[src/rtl/noc_traffic_gen.sv]
`default_nettype none
// ============================================================================
// Module  : noc_traffic_gen
// Brief   : Stop-and-wait NoC request injector with response checking and
//           run statistics. Macro TG_LFSR_EN selects LFSR-generated tags.
// Revision: 1.0  initial release
// ============================================================================
module noc_traffic_gen #(
  parameter int FLIT_W  = 14,
  parameter int TIMEOUT = 16,
  parameter int CNT_W   = 8
) (
  input  logic              clk,
  input  logic              rst,
  input  logic              start,
  input  logic [CNT_W-1:0]  num_pkts,
  input  logic [3:0]        dest,
  input  logic              full_in,
  output logic              wr_en_out,
  output logic [FLIT_W-1:0] data_out,
  input  logic              wr_en_in,
  input  logic [FLIT_W-1:0] data_in,
  output logic              busy,
  output logic              done,
  output logic              pass,
  output logic [CNT_W-1:0]  sent_cnt,
  output logic [CNT_W-1:0]  rcv_cnt,
  output logic [CNT_W-1:0]  err_cnt
);

  localparam int c_TMR_W = $clog2(TIMEOUT + 1);
  localparam logic [c_TMR_W-1:0] c_TMO_LAST = c_TMR_W'(TIMEOUT - 1);

  typedef enum logic [1:0] {
    S_IDLE = 2'd0,
    S_SEND = 2'd1,
    S_WAIT = 2'd2,
    S_DONE = 2'd3
  } state_t;

  state_t              r_state;
  logic [CNT_W-1:0]    r_num;
  logic [3:0]          r_dest;
  logic [CNT_W-1:0]    r_seq;
  logic [c_TMR_W-1:0]  r_timer;
  logic                r_armed;
  logic                r_wr_en_out;
  logic [FLIT_W-1:0]   r_data_out;
  logic                r_busy;
  logic                r_done;
  logic                r_pass;
  logic [CNT_W-1:0]    r_sent;
  logic [CNT_W-1:0]    r_rcv;
  logic [CNT_W-1:0]    r_err;

  logic [7:0]          w_tag;
  logic [FLIT_W-1:0]   w_expect;
  logic                w_hit;
  logic [CNT_W-1:0]    w_err_inc;
  logic [CNT_W-1:0]    w_rcv_inc;
  logic [CNT_W-1:0]    w_seq_nxt;
  logic                w_pass_nxt;

`ifdef TG_LFSR_EN
  logic [7:0] r_lfsr;
  logic       w_start_ok;
  logic       w_inject;

  assign w_start_ok = start && (r_state == S_IDLE || r_state == S_DONE);
  assign w_inject   = (r_state == S_SEND) && !full_in;

  // Fibonacci LFSR x^8+x^6+x^5+x^4+1, advanced once per injected flit
  always_ff @(posedge clk) begin
    if (rst) begin
      r_lfsr <= 8'h01;
    end else if (w_start_ok) begin
      r_lfsr <= 8'h01;
    end else if (w_inject) begin
      r_lfsr <= {r_lfsr[6:0], r_lfsr[7] ^ r_lfsr[5] ^ r_lfsr[4] ^ r_lfsr[3]};
    end
  end

  assign w_tag = r_lfsr;
`else
  assign w_tag = 8'(r_seq);
`endif

  // The outstanding request is still in data_out, so the expected response
  // is derived from it rather than from a separate tag copy.
  assign w_expect   = {1'b1, r_data_out[FLIT_W-2:1], ~r_data_out[0]};
  assign w_hit      = wr_en_in && (data_in == w_expect);
  assign w_err_inc  = (r_err == '1) ? r_err : r_err + 1'b1;
  assign w_rcv_inc  = r_rcv + 1'b1;
  assign w_seq_nxt  = r_seq + 1'b1;
  assign w_pass_nxt = (r_err == '0) && w_hit && (w_rcv_inc == r_num);

  always_ff @(posedge clk) begin
    if (rst) begin
      r_state     <= S_IDLE;
      r_num       <= '0;
      r_dest      <= '0;
      r_seq       <= '0;
      r_timer     <= '0;
      r_armed     <= 1'b0;
      r_wr_en_out <= 1'b0;
      r_data_out  <= '0;
      r_busy      <= 1'b0;
      r_done      <= 1'b0;
      r_pass      <= 1'b0;
      r_sent      <= '0;
      r_rcv       <= '0;
      r_err       <= '0;
    end else begin
      r_wr_en_out <= 1'b0;
      case (r_state)
        S_IDLE, S_DONE: begin
          if (start) begin
            r_num   <= num_pkts;
            r_dest  <= dest;
            r_seq   <= '0;
            r_timer <= '0;
            r_sent  <= '0;
            r_rcv   <= '0;
            r_err   <= '0;
            r_armed <= 1'b1;
            if (num_pkts == '0) begin
              r_state <= S_DONE;
              r_busy  <= 1'b0;
              r_done  <= 1'b1;
              r_pass  <= 1'b1;
            end else begin
              r_state <= S_SEND;
              r_busy  <= 1'b1;
              r_done  <= 1'b0;
              r_pass  <= 1'b0;
            end
          end else if (wr_en_in && r_armed) begin
            r_err <= w_err_inc;
          end
        end

        S_SEND: begin
          if (wr_en_in) begin
            r_err <= w_err_inc;
          end
          if (!full_in) begin
            r_data_out  <= {1'b0, r_dest, w_tag, r_seq[0]};
            r_wr_en_out <= 1'b1;
            r_sent      <= r_sent + 1'b1;
            r_timer     <= '0;
            r_state     <= S_WAIT;
          end
        end

        S_WAIT: begin
          // A response arriving on the timeout cycle takes precedence
          if (wr_en_in || (r_timer == c_TMO_LAST)) begin
            if (w_hit) begin
              r_rcv <= w_rcv_inc;
            end else begin
              r_err <= w_err_inc;
            end
            r_seq <= w_seq_nxt;
            if (w_seq_nxt == r_num) begin
              r_state <= S_DONE;
              r_busy  <= 1'b0;
              r_done  <= 1'b1;
              r_pass  <= w_pass_nxt;
            end else begin
              r_state <= S_SEND;
            end
          end else begin
            r_timer <= r_timer + 1'b1;
          end
        end

        default: begin
          r_state <= S_IDLE;
        end
      endcase
    end
  end

  assign wr_en_out = r_wr_en_out;
  assign data_out  = r_data_out;
  assign busy      = r_busy;
  assign done      = r_done;
  assign pass      = r_pass;
  assign sent_cnt  = r_sent;
  assign rcv_cnt   = r_rcv;
  assign err_cnt   = r_err;

endmodule
`default_nettype wire
[config.mk]
export PLATFORM = sky130hd
export DESIGN_NAME = noc_traffic_gen
export DESIGN_NICKNAME = d
export VERILOG_FILES = /design/src/rtl/noc_traffic_gen.sv
export SDC_FILE = /design/constraint.sdc
export NUM_CORES = 1
export LEC_CHECK = 0
export CAP_MARGIN = 20
export CORE_MARGIN = 3
export CORE_UTILIZATION = 52
export CTS_CLUSTER_DIAMETER = 120
export CTS_CLUSTER_SIZE = 25
export DETAILED_ROUTE_END_ITERATION = 8
export HOLD_SLACK_MARGIN = 0.05
export MAX_ROUTING_LAYER = met4
export PLACE_DENSITY = 0.79
export RECOVER_POWER = 50
export REMOVE_ABC_BUFFERS = 1
export SLEW_MARGIN = 25
export SYNTH_ARGS = -nofsm -noshare
export SYNTH_HDL_FRONTEND = slang
export SYNTH_SLANG_ARGS = --single-unit
[constraint.sdc]
create_clock -name clk -period 2.4 [get_ports clk]
set_input_delay 0.48 -clock clk [delete_from_list [all_inputs] [get_ports clk]]
set_output_delay 0.48 -clock clk [all_outputs]
set_load 0.02 [all_outputs]
-- After elaboration in Yosys (flattened, before gate mapping)
Cells that the tools add are included.
- shifts and indexed selects: 0
- mux-type cells: 39
- div/mod/pow operators: 0
- multipliers: 0
- magnitude comparators: 0
- equal/unequal tests: 17
- add/sub/neg operators: 5
- reductions and logical operators: 21
- bitwise operators: 3
- operators with widths (kind ; number):
    $mux W8 ; 11
    $pmux W8 S2 ; 3
    $add A8 B1 Y8 const B ; 4
    $pmux W8 S3 ; 1
    $eq A8 B8 Y1 ; 2
    $logic_not A8 Y1 ; 2
    $ne A2 B2 Y1 const B ; 8
    $mux W5 ; 3
    $pmux W5 S3 ; 1
    $eq A14 B14 Y1 ; 1
    $reduce_and A3 Y1 ; 4
    $reduce_and A4 Y1 ; 3
    $mux W1 ; 11
    $mux W2 ; 5
    $eq A8 B8 Y1 const B ; 1
    $pmux W1 S2 ; 3
    $pmux W2 S3 ; 1
    $add A5 B1 Y5 const B ; 1
    $eq A5 B4 Y1 const B ; 1
    $eq A2 B2 Y1 const B ; 2
    $logic_and A1 B1 Y1 ; 4
    $reduce_and A2 Y1 ; 2
    $reduce_bool A2 Y1 ; 2
    $reduce_or A2 Y1 ; 2
    other kinds (5) ; 7
- memories kept: 0
- logic and storage cells: 99
- bits in latches: 0
- bits in writable memories: 0
- bits of input ports: 31
- register bits after elaboration: 69
- ROM bits: 0

-- Logic depth before layout (Yosys ltp)
Gate-level depths: netlist of the first run.
- word-level depth: 8
- depth in mapped cells: 9

-- Worst setup path after synthesis of the first run
No wires, ideal clock.
- kind: flip-flop to flip-flop
- start: reg r_state[0]
- end: reg r_sent[7] (netlist: sent_cnt[7])
- path slack: 0.177 ns
- arrival: 2.150 ns
- library setup time: 0.073 ns
- path buffers: 1
- clock period less this slack: 2.223 ns
- cell stages (with the launch flop): 10
- cells stage by stage: dfxtp_1 -> inv_1 -> ha_1 -> nor2b_1 -> clkbuf_1 -> a21oi_1 -> and2_1 -> nand4_1 -> or3_1 -> a21oi_1
- word-level cells in the longest chain between the ends: 4
- elaborated cells between the ends (all ways): 9
- those cells by class: 4 x eq/ne; 1 x mux; 4 x reduce/logical
- ends and longest elaborated chain (item ; RTL line ; source):
    start, declared ; 41 ; state_t r_state;
    start signal, assigned ; 99 ; r_state <= S_IDLE;
    start signal, assigned ; 127 ; r_state <= S_DONE;
    start signal, assigned ; 132 ; r_state <= S_SEND;
    $eq A2 B2 Y1 / $logic_not A2 Y1 (equally long branches) ; 115 ; case (r_state)
    $reduce_or A2 Y1 ; 115 ;
    $ne A2 B2 Y1 (no line) / $reduce_bool A2 Y1 (equally long branches) ; -- ;
    $reduce_and A3 Y1 (no line) ; -- ;
    end signal, assigned ; 149 ; r_sent <= r_sent + 1'b1;
    end, declared ; 52 ; logic [CNT_W-1:0] r_sent;
Parallel ways exist; a longest one is shown, timed or not.
A chain may end at the register's enable or synchronous reset.

-- Worst setup path after layout of the first run
- start: in data_in[2]
- end: reg r_rcv[7] (netlist: rcv_cnt[7])
- word-level cells in the longest chain between the ends: 4
- ends and longest elaborated chain (item ; RTL line ; source):
    start, declared ; 22 ; input logic [FLIT_W-1:0] data_in,
    $eq A14 B14 Y1 ; 91 ; assign w_hit = wr_en_in && (data_in == w_expect);
    $logic_and A1 B1 Y1 ; 91 ;
    $ne A2 B2 Y1 (no line) ; -- ;
    $reduce_and A4 Y1 (no line) ; -- ;
    end signal, assigned ; 159 ; r_rcv <= w_rcv_inc;
    end, declared ; 53 ; logic [CNT_W-1:0] r_rcv;
No other way between the ends.

==> flow_summary.yaml, run 1 <==
timing:
  worst_pin_slew_ns: 0.808
  slew_headroom: 0.461
  final_hold_viol_count: 0
  fmax_mhz: 427
  final-max-slew-violation-count: 0
  rsz0062_at_grt: "yes"
  post-route-period-util: 0.976
  worst_clock_skew_ns: 0.00703
  fin_crit_ns: 2.34
  hold_ws_ns: 0.462
  finalSetupViolCount: 0
synthesis:
  ys.flop_type: "dfxtp_1"
  yosysMostFrequentCell: "nand2_1"
  syn_inst: 463
  synth_edf_count: 0
  synth.distinct_cells: 50
  ys_ff_latch: 68
  synth_simple_gate_area_frac: 0.288
  synth_top_family_by_area: "simple AND/OR/NAND/NOR gates"
  synth_common_cells: "nand2_1 (73), dfxtp_1 (68), a21oi_1 (60), nor2_1 (41), xnor2_1 (22)"
  yosys_warnings: 0
  synth.area.mux_share: 0.00278
  synth_top_area_frac: 0.379
  synth_xor_area_frac: 0.0853
  synth_fa_ha_area_frac: 0.0348
  synth-async-reset-ratio: 0
  yosysSeqAreaShare: 0.379
  syn_area_per_cell_um2: 7.76
  synth_top_area_cell: "dfxtp_1"
  synthTopCellsByArea: "dfxtp_1 (38%), a21oi_1 (8.4%), nand2_1 (7.6%), xnor2_1 (5.4%), nor2_1 (4.3%)"
  syn_area_um2: 3590
  synth_compound_area_frac: 0.173
floorplanning:
  die_y_um: 89.1
  dieArea_um2: 7950
  start_util: 0.550
  core_area_um2: 6530
  io_pins: 73
  fp.dieW_um: 89.1
  num_rows: 29
global_routing:
  antenna_found_initial: 0
  grt_overflow: 0
  grt_pass1_vias: 3274
  grt_usage: 0.255
  grt_pass1_wl_mm: 15.4
  grt_max_degree: 55
final_layout:
  n_antenna_cell: 0
  multiInputGateArea_um2: 2110
  nNetsFinal: 592
  ff_latch_area_um2: 1360
  design_area_um2: 4740
  finish.utilization: 0.726
  drive_gt1_frac: 0.0935
  fillerInstances: 515
  area.growth.synth_to_final_pct: 32.0
clock_network:
  numCtsBuffers: 9
  cts_buffer_depth: 2
  cts.sinks: 68
  tritoncts: "yes"
  htree_levels: 3
  cts_hold_buf: 0
  worstSkewPairLatency_ns: 0.35
  clk_pin_slew_ns: 0.07
  cts-root-buf: "clkbuf_8"
power:
  power.density_nw_per_um2: 844
  leakagePower_nw: 1.73
  ir_worst_vdd_v: 0.000619
placement:
  gp_congestion: 0.947
  hpwl_mm: 7.04
  port_buffers: 71
  post_dp_cell_area_um2: 4500
min_path:
  hold_path_class: "reg -> reg"
  hp-start: "r_dest[3]"
detailed_routing:
  wl_mm: 9.59
  drt-initial-drc-count: 185
  vias: 3656
  drc_errors: 0
  vias_per_cell: 5.78
  drtAntennaViolNets: 0
  wire_per_inst_um: 15.1
  drt_pass1_iterations: 5
status:
  outcome: "completed"
critical_path:
  start_kind: "primary input"
  crit_path_end_kind: "register"
  max_stage_delay_ns: 0.54
  timing.rr.start: "r_state[0]"
  cp_slowest_cell: "or4_4"
  path_max_fanout: 4
  crit_type: "in -> reg"
  critPathLaunch: "data_in[2]"
  cp.required_ns: 2.68
  worstPathArrival_ns: 2.62
  path_cells: "clkdlybuf4s50_1, xor2_1, or4_4, nor4_4, buf_4, nand2_2, or4_1, a21oi_1"
flow_run:
  max_cap_viol_count: 0
## cells in the final DEF, fill, tap and decap left out, drive strengths merged, types with 4 or more instances in the layout
master and instances:
nand2 74, clkdlybuf4s50 69, dfxtp 68, a21oi 60, nor2 41, buf 27, o21ai 23, xnor2 22
xor2 13, inv 11, nand4 11, clkbuf 11, nand3 10, ha 10, nor3 9, or3 9
nor2b 8, and2 7, nor4 7, o22ai 5, or4 5, and3 4, nand2b 4
## layer usage
metal | vias to the layer above | part of all wire | track usage
met5 | - | 0 | -
met1 | 1717 | 0.44 | 0.314
met2 | 127 | 0.48 | 0.416
met3 | 15 | 0.058 | 0.0618
li1 | 1797 | - | -
met4 | 0 | 0.016 | 0.0731
## flip-flops by register name, indices dropped and copies added, names as in the netlist
| register | cells |
|---|---|
| busy | 1 |
| done | 1 |
| data_out | 12 |
| r_dest | 4 |
| r_armed | 1 |
| wr_en_out | 1 |
| rcv_cnt | 8 |
| sent_cnt | 8 |
| pass | 1 |
| r_seq | 8 |
| r_num | 8 |
| err_cnt | 8 |
| r_timer | 5 |
| r_state | 2 |
## critical path: cells and delay by family
kind	cells	cell delay (ns)
AO/OA/AOI/OAI	1	0.13
AND/OR/NAND/NOR	4	1.25
XOR/XNOR	1	0.15
buffers and inverters	2	0.60
## area by class of cell
| cell class | count | area share |
|---|---|---|
| Clock inverter | 6 | 0.0185 |
| Multi-Input combinational cell | 362 | 0.444 |
| Sequential cell | 68 | 0.287 |
| Timing Repair Buffer | 98 | 0.191 |
| Tap cell | 77 | 0.0203 |
| Clock buffer | 10 | 0.0290 |
| Inverter | 12 | 0.00950 |
## path summary, 6_finish.rpt
path	slack (ns)	endpoint	cells after the start
min	0.46	r_dest[3]	2
min reg2reg	0.46	r_dest[3]	2
max	0.06	rcv_cnt[7]	8
max reg2reg	0.07	rcv_cnt[7]	9
## what timing repair did
item	in CTS	in global routing
endpoints found under the setup margin	0	6
resized for setup	0	4
buffers inserted	0	1
## logic make-up after synthesis
family                   Yosys count
adder cells (fa/ha/maj)           10
multiplexers                       1
AO/OA/AOI/OAI                    109
other                              1
XOR/XNOR                          35
buffers and inverters             33
AND/OR/NAND/NOR                  206
flip-flops                        68
## stage by stage
stage               setup WS [ns]  power (mW)  setup TNS (ns)  std cells
floorplan                  -0.178        2.26          -0.470        442
detailed placement         -0.333        2.92           -3.04        616
finish                     0.0574        4.00               0        633
global placement           -0.278        2.89           -2.13        616
CTS                        0.0213        4.00               0        632
global route              -0.0195        4.23         -0.0283        633
## power by group
group          switching [mW]  internal [mW]  leakage, nW  total (mW)
clock                   0.450          0.611        0.105        1.06
sequential              0.124           1.25        0.551        1.37
combinational           0.890          0.678         1.08        1.57
total                    1.46           2.54         1.73        4.00
Note: power is estimated with default switching activity, not from simulation.
==> run 2: changes to the inputs <==
--- a/config.mk
+++ b/config.mk
@@ -6,7 +6,7 @@
 export NUM_CORES = 1
 export LEC_CHECK = 0
 export CAP_MARGIN = 20
-export CORE_MARGIN = 3
+export CORE_MARGIN = 1
 export CORE_UTILIZATION = 52
 export CTS_CLUSTER_DIAMETER = 120
 export CTS_CLUSTER_SIZE = 25
==> run 2 against run 1 <==
Compared with the run above: worst setup slack gained 0.024 ns; final area shrank 0.34%; worst hold slack lost 0.0090 ns; count of clock-buffer cells in the layout grew 2; sequential share of layout area grew 0.072 points.
==> flow_summary.yaml, run 2 (same netlist as run 1, synthesis figures left out) <==
detailed_routing:
  vias_per_cell: 5.69
  vias: 3589
  wire_per_inst_um: 15.2
  wl_mm: 9.60
  drt_pass1_iterations: 5
  drtAntennaViolNets: 0
  drc_errors: 0
  drt-initial-drc-count: 171
timing:
  fin_crit_ns: 2.32
  fmax_mhz: 431
  worst_clock_skew_ns: 0.0135
  post-route-period-util: 0.966
  finalSetupViolCount: 0
  final_hold_viol_count: 0
  fin_tns_setup_ns: 0
  hold_ws_ns: 0.453
  slew_headroom: 0.488
  worst_pin_slew_ns: 0.768
  final-max-slew-violation-count: 0
clock_network:
  cts_buffer_depth: 2
  cts.sinks: 68
  tritoncts: "yes"
  cts-root-buf: "clkbuf_8"
  worstSkewPairLatency_ns: 0.36
  cts_hold_buf: 0
  clk_pin_slew_ns: 0.08
  numCtsBuffers: 9
  htree_levels: 3
critical_path:
  r2r-end: "rcv_cnt[7]"
  reg2reg_setup_slack_ns: 0.11
  timing.rr.start: "r_state[1]"
  max_stage_delay_ns: 0.54
  path_cells: "clkdlybuf4s50_1, nand3_1, or4_4, nor4_4, nand2_2, or4_4, a21oi_2"
  cp_slowest_cell: "or4_4"
  start_kind: "primary input"
  crit_type: "in -> reg"
  crit_path_end_kind: "register"
  rr_worst_depth: 7
  critical-path-top-delay-family: "simple AND/OR/NAND/NOR gates"
  worstPathArrival_ns: 2.61
  crit_buf_inv: 1
  path_max_fanout: 5
  cp.required_ns: 2.70
  path_common_cell: "or4_4"
floorplanning:
  fp.dieW_um: 85.1
  start_util: 0.553
  dieArea_um2: 7250
  die_y_um: 85.1
  core_area_um2: 6490
  io_pins: 73
  num_rows: 29
placement:
  post_dp_cell_area_um2: 4480
  hpwl_mm: 6.99
  gp_congestion: 0.874
  dp.cells: 613
  port_buffers: 71
power:
  ir_worst_vdd_v: 0.000472
  power.density_nw_per_um2: 825
  leakagePower_nw: 1.81
global_routing:
  grt.busiest_layer: "met2"
  grt_usage: 0.283
  grt_max_degree: 31
  antenna_found_initial: 0
  use_met3: 0.0564
  grt_overflow: 0
  grt_pass1_vias: 3298
  grt.met1_usage: 0.361
  grt_use_met2: 0.444
  grt_pass1_wl_mm: 15.7
final_layout:
  design_area_um2: 4730
  n_antenna_cell: 0
  nNetsFinal: 590
  largest_register_ffs: 12
  ff_latch_area_um2: 1360
  drive_gt1_frac: 0.0866
  final_cell_mix: "nand2_1 (73), dfxtp_1 (68), a21oi_1 (58)"
  fin_cells: 631
  fillerInstances: 535
  multiInputGateArea_um2: 2120
  final_common_cell: "nand2_1"
  area.growth.synth_to_final_pct: 31.5
min_path:
  worstHoldEndpoint: "data_out[12]"
  whs_path_depth: 2
  hold_path_class: "reg -> reg"
  hp-start: "r_dest[3]"
flow_run:
  max_cap_viol_count: 0
status:
  outcome: "completed"
run 2: cell count changes in the layout (fill, tap and decap cells not counted), sizes merged:
cell,before,now
clkinvlp,3,1
clkbuf,11,15
clkdlybuf4s50,69,45
dlygate4sd3,0,23
buf,27,23
dlymetal6s2s,1,2
run 2: layer usage:
metal / wire (µm) / part of all wire / vias up
li1: - / - / 1798
met1: 4260 / 0.44 / 1657
met2: 4630 / 0.48 / 114
met3: 518 / 0.054 / 20
met4: 188 / 0.020 / 0
met5: 0 / 0 / -
run 2: report_power, final:
part / switching (mW) / internal (mW)
clock network: 0.438 / 0.613
logic: 0.886 / 0.593
registers: 0.123 / 1.25
total: 1.45 / 2.45
run 2: what timing repair did:
action	in CTS	in global routing
endpoints found under the setup margin	0	8
setup buffers	0	2
gates resized for setup	0	9
run 2: final cells by class:
class,count,area share
inverter,12,0.00953
tap,77,0.0204
clock buffer,12,0.0307
multi-input combinational,362,0.448
sequential,68,0.288
clock inverter,4,0.0154
timing repair buffer,96,0.188
run 2: worst max path at each step:
stage / from / to / cells past startpoint
2_1_floorplan: r_state[0] / rcv_cnt[7] / 8
3_3_place_gp: data_in[2] / rcv_cnt[7] / 7
3_5_place_dp: data_in[2] / rcv_cnt[7] / 7
4_1_cts: data_in[2] / rcv_cnt[7] / 7
5_1_grt: r_state[0] / rcv_cnt[7] / 10
6_report: data_in[13] / rcv_cnt[7] / 7
run 2: stage by stage:
step,total power [mW],worst slack (ns),util
5_1_grt,4.13,-0.0329,0.728
4_1_cts,3.91,0.0153,0.724
3_3_place_gp,2.83,-0.316,0.690
2_1_floorplan,2.26,-0.178,-
6_report,3.90,0.0816,0.728
3_5_place_dp,2.86,-0.342,0.690
run 2: worst reg2reg max path: stages (launching register included):
cell and delay (ns):
dfxtp_1 0.36, ha_2 0.21, nand3_1 0.07, or4_4 0.53, nor4_4 0.24, nand2_2 0.15, or4_4 0.54, a21oi_2 0.14
